===== config.mk =====
export PLATFORM = sky130hd
export DESIGN_NAME = opfetch_16
export DESIGN_NICKNAME = d
export VERILOG_FILES = /design/src/rtl/gpp16_pkg.sv /design/src/rtl/regfile_16.sv /design/src/rtl/opfetch_16.sv
export SDC_FILE = /design/constraint.sdc
export NUM_CORES = 1
export LEC_CHECK = 0
export ABC_AREA = 1
export ABC_CLOCK_PERIOD_IN_PS = 3340
export CORE_AREA = 2 2 238 123
export CTS_BUF_LIST = sky130_fd_sc_hd__clkbuf_4
export CTS_CLUSTER_DIAMETER = 30
export CTS_CLUSTER_SIZE = 10
export DETAILED_ROUTE_END_ITERATION = 12
export DIE_AREA = 0 0 240 125
export MAX_ROUTING_LAYER = met4
export PLACE_DENSITY_LB_ADDON = 0.2
export SYNTH_ARGS = -nofsm -noshare
export SYNTH_HDL_FRONTEND = slang
export SYNTH_SLANG_ARGS = --single-unit

===== constraint.sdc =====
create_clock -name clk -period 3.34 [get_ports clk]
set_input_delay 0.668 -clock clk [delete_from_list [all_inputs] [get_ports clk]]
set_output_delay 0.668 -clock clk [all_outputs]
set_load 0.03 [all_outputs]

===== src/rtl/gpp16_pkg.sv =====
// Shared definitions for the 16-bit pipeline: ALU func codes, instruction layout and the
// operation record that travels from operand fetch to the ALU.
package gpp16_pkg;

  localparam int DW   = 16;
  localparam int NREG = 8;
  localparam int AW   = $clog2(NREG);

  localparam logic [4:0] FUNC_ADD = 5'd0;
  localparam logic [4:0] FUNC_SUB = 5'd1;
  localparam logic [4:0] FUNC_MUL = 5'd2;
  localparam logic [4:0] FUNC_DIV = 5'd3;
  localparam logic [4:0] FUNC_MOD = 5'd4;

  localparam int FUNC_LSB = 11;
  localparam int RD_LSB   = 8;
  localparam int RA_LSB   = 5;
  localparam int RB_LSB   = 2;
  localparam int IMM_BIT  = 1;

  // Field order matches the bit positions above, MSB first.
  typedef struct packed {
    logic [4:0] func;
    logic [2:0] rd;
    logic [2:0] ra;
    logic [2:0] rb;
    logic       imm_sel;
    logic       rsvd;
  } instr_t;

  typedef struct packed {
    logic [DW-1:0] a;
    logic [DW-1:0] b;
    logic [4:0]    func;
    logic [2:0]    rd;
  } issue_t;

endpackage


===== src/rtl/regfile_16.sv =====
// NREG x DW register file: two asynchronous read ports, one synchronous write port,
// r0 hardwired to zero, and a same-cycle write-to-read bypass.
module regfile_16 #(
  parameter int DW   = 16,
  parameter int NREG = 8,
  parameter int AW   = $clog2(NREG)
) (
  input  logic          clk,
  input  logic          rst_n,
  input  logic          we_i,
  input  logic [AW-1:0] waddr_i,
  input  logic [DW-1:0] wdata_i,
  input  logic [AW-1:0] raddr_a_i,
  input  logic [AW-1:0] raddr_b_i,
  output logic [DW-1:0] rdata_a_o,
  output logic [DW-1:0] rdata_b_o
);

  logic [DW-1:0] regs_q [NREG];

  always_ff @(posedge clk or negedge rst_n) begin
    if (!rst_n) begin
      for (int i = 0; i < NREG; i++) regs_q[i] <= '0;
    end else if (we_i && (waddr_i != '0)) begin
      regs_q[waddr_i] <= wdata_i;
    end
  end

  // The bypass lets an op issue in the very cycle its source is written back.
  always_comb begin
    rdata_a_o = regs_q[raddr_a_i];
    rdata_b_o = regs_q[raddr_b_i];
    if (we_i && (waddr_i == raddr_a_i)) rdata_a_o = wdata_i;
    if (we_i && (waddr_i == raddr_b_i)) rdata_b_o = wdata_i;
    if (raddr_a_i == '0) rdata_a_o = '0;
    if (raddr_b_i == '0) rdata_b_o = '0;
  end

endmodule


===== src/rtl/opfetch_16.sv =====
// Operand-fetch/issue stage: decodes an instruction, reads operands, stalls on scoreboard
// hazards and hands {a, b, func, rd} to the ALU through a one-deep valid/ready register.
module opfetch_16
  import gpp16_pkg::*;
#(
  parameter int DW   = 16,
  parameter int NREG = 8
) (
  input  logic          clk,
  input  logic          rst_n,
  input  logic          in_valid,
  input  logic [15:0]   in_instr,
  output logic          in_ready,
  output logic          out_valid,
  input  logic          out_ready,
  output logic [DW-1:0] out_a,
  output logic [DW-1:0] out_b,
  output logic [4:0]    out_func,
  output logic [2:0]    out_rd,
  input  logic          wb_en,
  input  logic [2:0]    wb_addr,
  input  logic [DW-1:0] wb_data
);

  // Handshake: a transfer happens on any edge where valid & ready are both high; a producer
  // holding valid keeps its payload stable until that edge, and ready never depends on valid.
  instr_t          ins;
  logic            unused_rsvd;
  logic [DW-1:0]   rdata_a, rdata_b, opb;
  logic [NREG-1:0] pend_q, pend_d, pend_post, wb_clr;
  logic            hazard, accept;
  logic            valid_q, valid_d;
  logic [DW-1:0]   a_q, a_d, b_q, b_d;
  logic [4:0]      func_q, func_d;
  logic [2:0]      rd_q, rd_d;

  assign ins         = instr_t'(in_instr);
  assign unused_rsvd = ins.rsvd;

  regfile_16 #(.DW(DW), .NREG(NREG)) u_rf (
    .clk       (clk),
    .rst_n     (rst_n),
    .we_i      (wb_en),
    .waddr_i   (wb_addr),
    .wdata_i   (wb_data),
    .raddr_a_i (ins.ra),
    .raddr_b_i (ins.rb),
    .rdata_a_o (rdata_a),
    .rdata_b_o (rdata_b)
  );

  assign opb = ins.imm_sel ? {{(DW-3){1'b0}}, ins.rb} : rdata_b;

  // Hazards use the post-writeback scoreboard so a same-cycle writeback releases the stall.
  always_comb begin
    wb_clr = '0;
    if (wb_en) wb_clr[wb_addr] = 1'b1;
    pend_post = pend_q & ~wb_clr;
    hazard = ((ins.ra != '0) & pend_post[ins.ra])
           | ((ins.rb != '0) & ~ins.imm_sel & pend_post[ins.rb])
           | ((ins.rd != '0) & pend_post[ins.rd]);
  end

  assign in_ready = (~valid_q | out_ready) & ~hazard;
  assign accept   = in_valid & in_ready;

  always_comb begin
    pend_d  = pend_post;
    valid_d = valid_q;
    a_d     = a_q;
    b_d     = b_q;
    func_d  = func_q;
    rd_d    = rd_q;
    if (accept) begin
      if (ins.rd != '0) pend_d[ins.rd] = 1'b1;
      valid_d = 1'b1;
      a_d     = rdata_a;
      b_d     = opb;
      func_d  = ins.func;
      rd_d    = ins.rd;
    end else if (out_ready) begin
      valid_d = 1'b0;
    end
  end

  always_ff @(posedge clk or negedge rst_n) begin
    if (!rst_n) begin
      pend_q  <= '0;
      valid_q <= 1'b0;
      a_q     <= '0;
      b_q     <= '0;
      func_q  <= '0;
      rd_q    <= '0;
    end else begin
      pend_q  <= pend_d;
      valid_q <= valid_d;
      a_q     <= a_d;
      b_q     <= b_d;
      func_q  <= func_d;
      rd_q    <= rd_d;
    end
  end

  assign out_valid = valid_q;
  assign out_a     = a_q;
  assign out_b     = b_q;
  assign out_func  = func_q;
  assign out_rd    = rd_q;

endmodule


Word-level counts from Yosys, hierarchy flattened:

Index checks and enable logic that the tools add are counted.

* logic and storage cells: 86
* flip-flop bits (word level): 177

* reductions and logical operators: 13
* $lt $le $gt $ge: 10
* eq/ne operators: 2
* mux-type cells: 29
* bitwise gates (word level): 18

Operator list (number)
* $mux W16: 10
* $bwmux W128: 1
* $bmux W16 S3: 2
* $demux W16 S3: 1
* $mux W8: 3
* $lt A3 B4 Y1 const B: 4
* $ge A4 B4 Y1 const B: 3
* $not A3 Y4: 3
* $reduce_bool A3 Y1: 4
* $bmux W1 S3: 3
* $and A8 B8 Y8: 1
* $not A8 Y8: 1
* $or A8 B8 Y8: 1
* $mux W1: 7
* $and A1 B1 Y1: 6
* $demux W1 S3: 2
* $eq A3 B3 Y1: 2
* $ge A3 B1 Y1 const B: 2
* $logic_and A1 B1 Y1: 6
* $logic_not A3 Y1: 2
* $lt A4 B1 Y1 const B: 1
* $not A1 Y1: 3
* $or A1 B1 Y1: 3
* $reduce_bool A2 Y1: 1

Depth between registers and ports, before layout:

Gate-level depths: netlist of run 1.

* depth in word-level cells: 16
* mapped depth: 14

By module:

A second synthesis of run 1 with hierarchy kept.

* cell total of the unflattened synthesis: 1475
* area, all modules: 10058.4 µm²

Modules (own cells, without submodules)
* regfile_16: times used 1, seq. area each 3203.1 µm², area each 7499.7 µm², cells an instance 1137
* opfetch_16: times used 1, seq. area each 1201.2 µm², area each 2558.7 µm², cells an instance 338

Worst setup path before layout of run 1:

Ideal clock, no wire load.

* path kind: input to output
* start point: input in_instr[8]
* end point: output in_ready
* arrival time: 1917 ps
* stages: 11
* path slack: 755 ps
* cells stage by stage: clkbuf_1 inv_1 nor2_1 nand2_1 nand2_1 nor2_1 nand3_2 nand2_2 nor2_4 buf_6 and2_1

* cells in the longest elaborated chain, start to end: 6

Ends and longest elaborated chain
* start, declared: RTL line opfetch_16.sv:12 `input logic [15:0] in_instr,`
* $bmux W1 S3: RTL line opfetch_16.sv:61 `| ((ins.rd != '0) & pend_post[ins.rd]);`
* $mux W1 (not written as such): RTL line opfetch_16.sv:61
* $and A1 B1 Y1 *: RTL line opfetch_16.sv:61
* $or A1 B1 Y1 *: RTL line opfetch_16.sv:61
* $not A1 Y1 *: RTL line opfetch_16.sv:64 `assign in_ready = (~valid_q | out_ready) & ~hazard;`
* $and A1 B1 Y1 *: RTL line opfetch_16.sv:64
* end, declared: RTL line opfetch_16.sv:13 `output logic in_ready,`

Every way passes the cells marked *; elsewhere a longest branch is shown, timed or not. The select of a mux whose other input is x is not followed.

Worst setup path after layout of run 1:

* start point: input wb_addr[0]
* end point: output in_ready

* cells in the longest elaborated chain, start to end: 14

Ends and longest elaborated chain
* start, declared: RTL line opfetch_16.sv:21 `input logic [2:0] wb_addr,`
* $lt A3 B4 Y1 (not written as such) / $ge A3 B1 Y1 (equally long branches): RTL line opfetch_16.sv:57 `if (wb_en) wb_clr[wb_addr] = 1'b1;`
* $logic_and A1 B1 Y1 (not written as such): RTL line opfetch_16.sv:57
* $mux W1 (not written as such): RTL line opfetch_16.sv:57
* $demux W1 S3 *: RTL line opfetch_16.sv:57
* $mux W8 *: RTL line opfetch_16.sv:57
* $not A8 Y8 *: RTL line opfetch_16.sv:58 `pend_post = pend_q & ~wb_clr;`
* $and A8 B8 Y8 *: RTL line opfetch_16.sv:58
* $bmux W1 S3, on equally long branches: RTL line opfetch_16.sv:59, opfetch_16.sv:60
* $mux W1, on equally long branches: RTL line opfetch_16.sv:59, opfetch_16.sv:60
* $and A1 B1 Y1, on equally long branches: RTL line opfetch_16.sv:59, opfetch_16.sv:60
* $or A1 B1 Y1: RTL line opfetch_16.sv:60 `| ((ins.rb != '0) & ~ins.imm_sel & pend_post[ins.rb])`
* $or A1 B1 Y1 *: RTL line opfetch_16.sv:61
* $not A1 Y1 *: RTL line opfetch_16.sv:64
* $and A1 B1 Y1 *: RTL line opfetch_16.sv:64

Marked as above.

==> metrics.txt, run 1 <==
number of library cell types mapped by synthesis=25; first-pass GRT wire length=53300 um; Met3 Wirelength=2770 um; root buf cell=clkbuf_4; count of input and output buffers=80; final setup fails=0; cell row count=44; CTS Buf Count=17; register area share after synthesis=46.0%; CTS tree=done; clock latency reported for the late side of the worst-skew pair=0.61 ns; timing startpoint of the critical path=wb_addr[0]; max-cap violation count=0; CTS sink count=177; Max Transition Viols Final=0; depth of the CTS H-tree=4; pin count of the biggest net entering global routing=81; sum of net half-perimeters after detailed placement=22000 um; result of the run=finished, final reports clean; Reg2Reg Launch Point=pend_q[4]$_DFF_PN0_; number of hold-slack violations in the final timing report=0; met1 layer wirelength in the final routing=17700 um; maximum frequency from static timing analysis=312 MHz; worst hold path class=primary input to asynchronous set/reset pin; Ant. Diodes=0; crit path DAT=2.53 ns; synthesized netlist cell count=1345; time the worst path needs with I/O delays and setup=3.20 ns; cell area after synthesis=9630 sq um; reg-to-reg setup timing slack=1.48 ns; CP Capture Point=in_ready; Placer Congestion=0.911; sort of element at the end of the critical path=primary output; highest metal layer used by the detailed router=met4; share of layout cells above drive strength 1=7.56%; Fill cells=2988; Layout Area Growth over Synthesis=15.1%; number of warnings printed during yosys synthesis=0; length of routed met2 wiring=13300 um; number of resized instances in the post-cts repair step=0; summed negative setup slack over all endpoints=0 ns; slew at the pin closest to its max-slew limit=0.799 ns; register bit count reported by yosys=177; slack of the critical path=0.138 ns; residual DRC count=0; Leak=5.32 nW; number of buffers inserted to repair setup after CTS=0; DRT antenna net count=0; Iteration-0 DRC Markers=1088; die height=125 um; Setup Crit Path Kind=primary input to primary output; total global routing track utilization=24.0%; area share of the leading cell type in the synthesized netlist=46.0%; area of the die=30000 sq um; number of vias per cell=5.26; CTS max path bufs=2; Top Ports=82; detailed-route wire length per cell=19.2 um; initial antenna violation count=0; worst rel slew slack=46.7%; Syn Area/Cell=7.16 sq um; Post-Place Worst Slack=0.103 ns; layout net count=1416; RSZ-0062 raised after global routing=no; Core Box Area=28200 sq um; VDD IR-drop max=305 uV; width of the chip=240 um; data required time of the critical path=2.67 ns; Final Cycle Share=95.9%; biggest area contributors in the synthesized netlist=dfrtp_1, nand2_1, o21ai_0; maximum clock skew at final layout=0.0156 ns; number of global-route vias before repair=8530; Pre-antenna DRT Iters=7; Setup crit start kind=primary input; starting density of the core=34.2%; Power Dens Cells=588 nW/um^2; clock input transition at the sequential cells of the worst setup and hold paths=0.15 ns; Detailed Route WL=34200 um; hold buffer count at cts=0; top cell type by total area after synthesis=dfrtp_1; Via Count=9366; aggregate global routing overflow=0; reg2reg path depth=12; maximum fanout encountered on the critical timing path=5; Reg-to-Reg End=pend_q[7]$_DFF_PN0_; number of nets produced by synthesis=1385
-- synthesized netlist by cell type (all sizes together) --
cell type	number
a21oi	103
dfrtp	177
o22ai	3
o21ai	207
o211ai	1
nand3	115
clkbuf	77
a31oi	1
nor2	81
inv	69
nand4	48
clkinv	2
and2	1
buf	35
nand2	425
-- cells in the final DEF (no fill, tap or decap), types with 2 or more instances in the layout --
cell type / Yosys / layout
buf_12: 0 / 5
clkinv_2: 0 / 3
inv_1: 62 / 62
nor2_4: 1 / 2
bufinv_16: 0 / 2
nor2_1: 77 / 77
o22ai_1: 3 / 3
clkinvlp_4: 0 / 5
o21ai_0: 204 / 204
nand3_2: 2 / 2
clkbuf_4: 0 / 18
nor2_2: 3 / 2
dlymetal6s2s_1: 0 / 2
nand2_1: 414 / 414
clkdlybuf4s50_1: 0 / 73
nand2_2: 11 / 11
inv_2: 7 / 7
o21ai_1: 3 / 3
buf_2: 17 / 3
buf_4: 2 / 40
dfrtp_1: 177 / 177
clkinv_1: 2 / 3
nand4_1: 48 / 48
a21oi_1: 103 / 103
nand3_1: 112 / 112
clkinv_4: 0 / 3
-- kinds of logic (layout without fill, tap and decap cells) --
family / after synthesis / after routing / synth area share (%)
compound gates: 315 / 315 / 16.5
buf+inv: 183 / 227 / 7.98
flops: 177 / 177 / 46.0
simple gates: 670 / 670 / 29.6
-- registers in the layout, summed over array words and instances (netlist names) --
register and flops:
out_rd 3, u_rf.regs_q 128, out_func 5, out_b 16
pend_q 8, out_a 16, out_valid 1
-- layout make-up --
| class | instances | area (sq um) | share of cell area, % |
|---|---|---|---|
| Multi-Input combinational cell | 985 | 4440 | 40.0 |
| Timing Repair Buffer | 124 | 1180 | 10.7 |
| Sequential cell | 177 | 4430 | 40.0 |
| Clock inverter | 14 | 143 | 1.29 |
| Inverter | 71 | 267 | 2.40 |
| Clock buffer | 18 | 135 | 1.22 |
| Tap cell | 391 | 489 | 4.41 |
-- per-stage QoR --
step / power, W / hold WS [ns] / cells / cell area [sq um] / util (%)
floorplan: 0.00434 / 0.372 / 1345 / 9630 / -
global placement: 0.00526 / 0.389 / 1748 / 10800 / 38.3
detailed placement: 0.00528 / 0.389 / 1748 / 10800 / 38.3
CTS: 0.00655 / 0.0837 / 1780 / 11100 / 39.3
global route: 0.00694 / 0.0954 / 1780 / 11100 / 39.3
finish: 0.00652 / 0.0748 / 1780 / 11100 / 39.3
-- metal layers --
metal | GRT usage, % | up-vias
li1 | - | 4500
met1 | 38.4 | 4444
met2 | 30.3 | 387
met3 | 4.92 | 35
met4 | 4.75 | 0
met5 | - | -
-- critical path, cell delays in order --
cell,delay (ns)
clkdlybuf4s50_1,0.60
nand2_1,0.10
inv_2,0.13
nand2_2,0.09
nand2_2,0.11
nand2_1,0.06
nand2_1,0.06
nand2_1,0.06
nand3_2,0.09
nand2_2,0.06
nor2_4,0.11
and2_1,0.22
buf_4,0.19
-- how the worst min path moves through the flow --
stage / from / to / slack (ns)
6_report: rst_n / u_rf.regs_q[120]$_DFFE_PN0P_ / 0.07
2_1_floorplan: rst_n / out_a[0]$_DFFE_PN0P_ / 0.37
3_5_place_dp: u_rf.regs_q[116]$_DFFE_PN0P_ / u_rf.regs_q[116]$_DFFE_PN0P_ / 0.39
3_3_place_gp: u_rf.regs_q[117]$_DFFE_PN0P_ / u_rf.regs_q[117]$_DFFE_PN0P_ / 0.39
5_1_grt: rst_n / u_rf.regs_q[72]$_DFFE_PN0P_ / 0.1
4_1_cts: rst_n / u_rf.regs_q[88]$_DFFE_PN0P_ / 0.08
-- report_power, final --
group | leakage (nW) | switching [W] | internal (W)
sequential | 2.27 | 0.000331 | 0.00263
clock | 0.137 | 0.000823 | 0.000447
combinational | 2.92 | 0.00144 | 0.000852
total | 5.32 | 0.00260 | 0.00393
No activity file was read; power rests on OpenSTA's default activity.
==> run 2, diff against run 1 <==
Settings changed: ABC_AREA 1 to 0, CORE_AREA 2 2 238 123 to 2 2 234 121, DIE_AREA 0 0 240 125 to 0 0 236 123.
==> run 2 against run 1 <==
Net effect:
- non-clock buffer count grew 10
- register-to-register slack lost 0.44 ns
- combinational power shrank 4%
- critical path type unchanged
- largest cell class unchanged
- largest power group unchanged
- highest routed layer unchanged
==> metrics.txt, run 2 <==
Iteration-0 DRC Markers=467; number of hold-slack violations in the final timing report=0; slew at the pin closest to its max-slew limit=0.753 ns; Detailed Route WL=26500 um; CTS tree=done; async set-or-reset flop fraction in the synthesized netlist=100%; pin count of the biggest net entering global routing=65; first-pass GRT wire length=40800 um; Max Transition Viols Final=0; most common library cell in the layout ignoring fill and taps=nand2_1; final setup fails=0; cell area after synthesis=9330 sq um; number of warnings printed during yosys synthesis=0; VDD IR-drop max=237 uV; Leak=4.88 nW; commonest cells after routing, fill and taps aside=nand2_1, dfrtp_1, clkdlybuf4s50_1; data required time of the critical path=2.67 ns; Via Count=6594; sequential standard cell area=4430 sq um; RSZ-0062 raised after global routing=no; core occupancy in the finished layout=40.7%; residual DRC count=0; die height=123 um; Most common cell on crit path=a32o_1; register bit count reported by yosys=177; Core Box Area=27100 sq um; maximum frequency from static timing analysis=316 MHz; CTS sink count=177; maximum fanout encountered on the critical timing path=8; CTS Buf Count=17; slowest cell on the critical path=dlygate4sd2_1; count leader, synth=nand2_1; Ant. Diodes=0; top cell type by total area after synthesis=dfrtp_1; number of vias per cell=5.32; count of input and output buffers=80; area share of the leading cell type in the synthesized netlist=47.5%; crit path DAT=2.50 ns; register area share after synthesis=47.5%; Pre-antenna DRT Iters=5; cell row count=43; depth of the CTS H-tree=4; synthesized netlist cell count=804; Placer Congestion=0.798; peak per-stage delay on the critical path=0.32 ns; number of synthesized flops with an enable pin=0; Syn Area/Cell=11.6 sq um; Setup Crit Path Kind=primary input to primary output; detailed-route wire length per cell=21.4 um; total global routing track utilization=19.9%; cell family contributing the most delay on the critical path=compound AO/OA/AOI/OAI gates; aggregate global routing overflow=0; crit-path cells=dlygate4sd2_1 > nand4b_1 > a32o_1 > o22a_1 > a32o_1 > or2_1 > inv_2 > buf_4; hold buffer count at cts=0; sort of element at the end of the critical path=primary output; register containing the most flip-flops in the final layout=u_rf.regs_q; number of library cell types mapped by synthesis=47; biggest area contributors in the synthesized netlist=dfrtp_1, mux4_2, nand2_1; depth of the critical timing path with buffers and inverters included=8; DRT antenna net count=0; flip-flop count of the largest register, all copies and words added=128; clock latency reported for the late side of the worst-skew pair=0.63 ns; number of buffer and inverter stages on the critical path=3; multi-input combinational cell area=4540 sq um; width of the chip=236 um; Power Dens Cells=590 nW/um^2; result of the run=finished, final reports clean; clock input transition at the sequential cells of the worst setup and hold paths=0.14 ns; layout net count=907; post-route worst hold slack=0.0283 ns; area of the die=29000 sq um; sum of net half-perimeters after detailed placement=17000 um; initial antenna violation count=2; Layout Area Growth over Synthesis=18.1%; CTS max path bufs=2; maximum clock skew at final layout=0.0367 ns; share of layout cells above drive strength 1=24.9%; top cells by count, synth=nand2_1, dfrtp_1, mux4_2; Final Cycle Share=94.9%; number of nets produced by synthesis=844; time the worst path needs with I/O delays and setup=3.17 ns; total power=0.00650 W; worst hold path class=primary input to asynchronous set/reset pin; reg2reg path depth=8; Fill cells=2602; root buf cell=clkbuf_4; most instantiated flip-flop cell in the synthesis netlist=dfrtp_1; Top Ports=82; number of global-route vias before repair=6476; worst rel slew slack=49.5%; max-cap violation count=0; Setup crit start kind=primary input; starting density of the core=34.5%
run 2: final cells by class:
type                       instances  area share, %
multi-input combinational        532           41.2
sequential                       177           40.2
timing repair buffer             134           11.6
tap                              360           4.09
clock inverter                    14           1.50
clock buffer                      18           1.23
inverter                           5          0.170
run 2: kinds of logic after synthesis:
| family | synth area share, % |
|---|---|
| compound gates | 5.73 |
| xor+xnor | 0.563 |
| buf+inv | 4.55 |
| flops | 47.5 |
| mux | 29.3 |
| simple gates | 12.4 |
run 2: where the power goes:
part / total [W] / switching [W] / leakage [nW] / internal [W]
Clock: 0.00133 / 0.000810 / 0.152 / 0.000524
Sequential: 0.00297 / 0.000334 / 2.23 / 0.00264
Combinational: 0.00220 / 0.00111 / 2.50 / 0.00109
run 2: metrics by stage:
stage | setup TNS (ns) | cell area, sq um | setup WS, ns | std cells
2_1_floorplan | 0 | 9330 | 0.477 | 804
3_3_place_gp | -0.0893 | 10700 | -0.0893 | 1207
3_5_place_dp | -0.0812 | 10700 | -0.0812 | 1207
4_1_cts | 0 | 11000 | 0.00401 | 1239
5_1_grt | 0 | 11000 | 0.0332 | 1240
6_report | 0 | 11000 | 0.171 | 1240
run 2: path summary, 6_finish.rpt:
path / start / to / slack (ns)
hold / removal: rst_n / out_b[7]$_DFFE_PN0P_ / 0.03
max in group asynchronous: rst_n / u_rf.regs_q[22]$_DFFE_PN0P_ / 2.41
hold reg to reg: u_rf.regs_q[126]$_DFFE_PN0P_ / u_rf.regs_q[126]$_DFFE_PN0P_ / 0.41
setup reg to reg: pend_q[6]$_DFF_PN0_ / out_b[6]$_DFFE_PN0P_ / 1.04
setup / recovery: wb_addr[2] / in_ready / 0.17
min in group clk: u_rf.regs_q[126]$_DFFE_PN0P_ / u_rf.regs_q[126]$_DFFE_PN0P_ / 0.41
run 2: timing repair:
action,CTS,global route
setup buffers,0,1
resized for setup,6,7
endpoints found under the setup margin,1,1
pin swaps,0,0
gates cloned,0,0
run 2: layer usage:
layer  track usage [%]  vias up  wire length (um)
met5                 -        -                 0
met4              5.06        0               309
met3              5.58       21              2010
met2              27.1      217             10800
met1              29.0     3376             13400
li1                  -     2980                 -
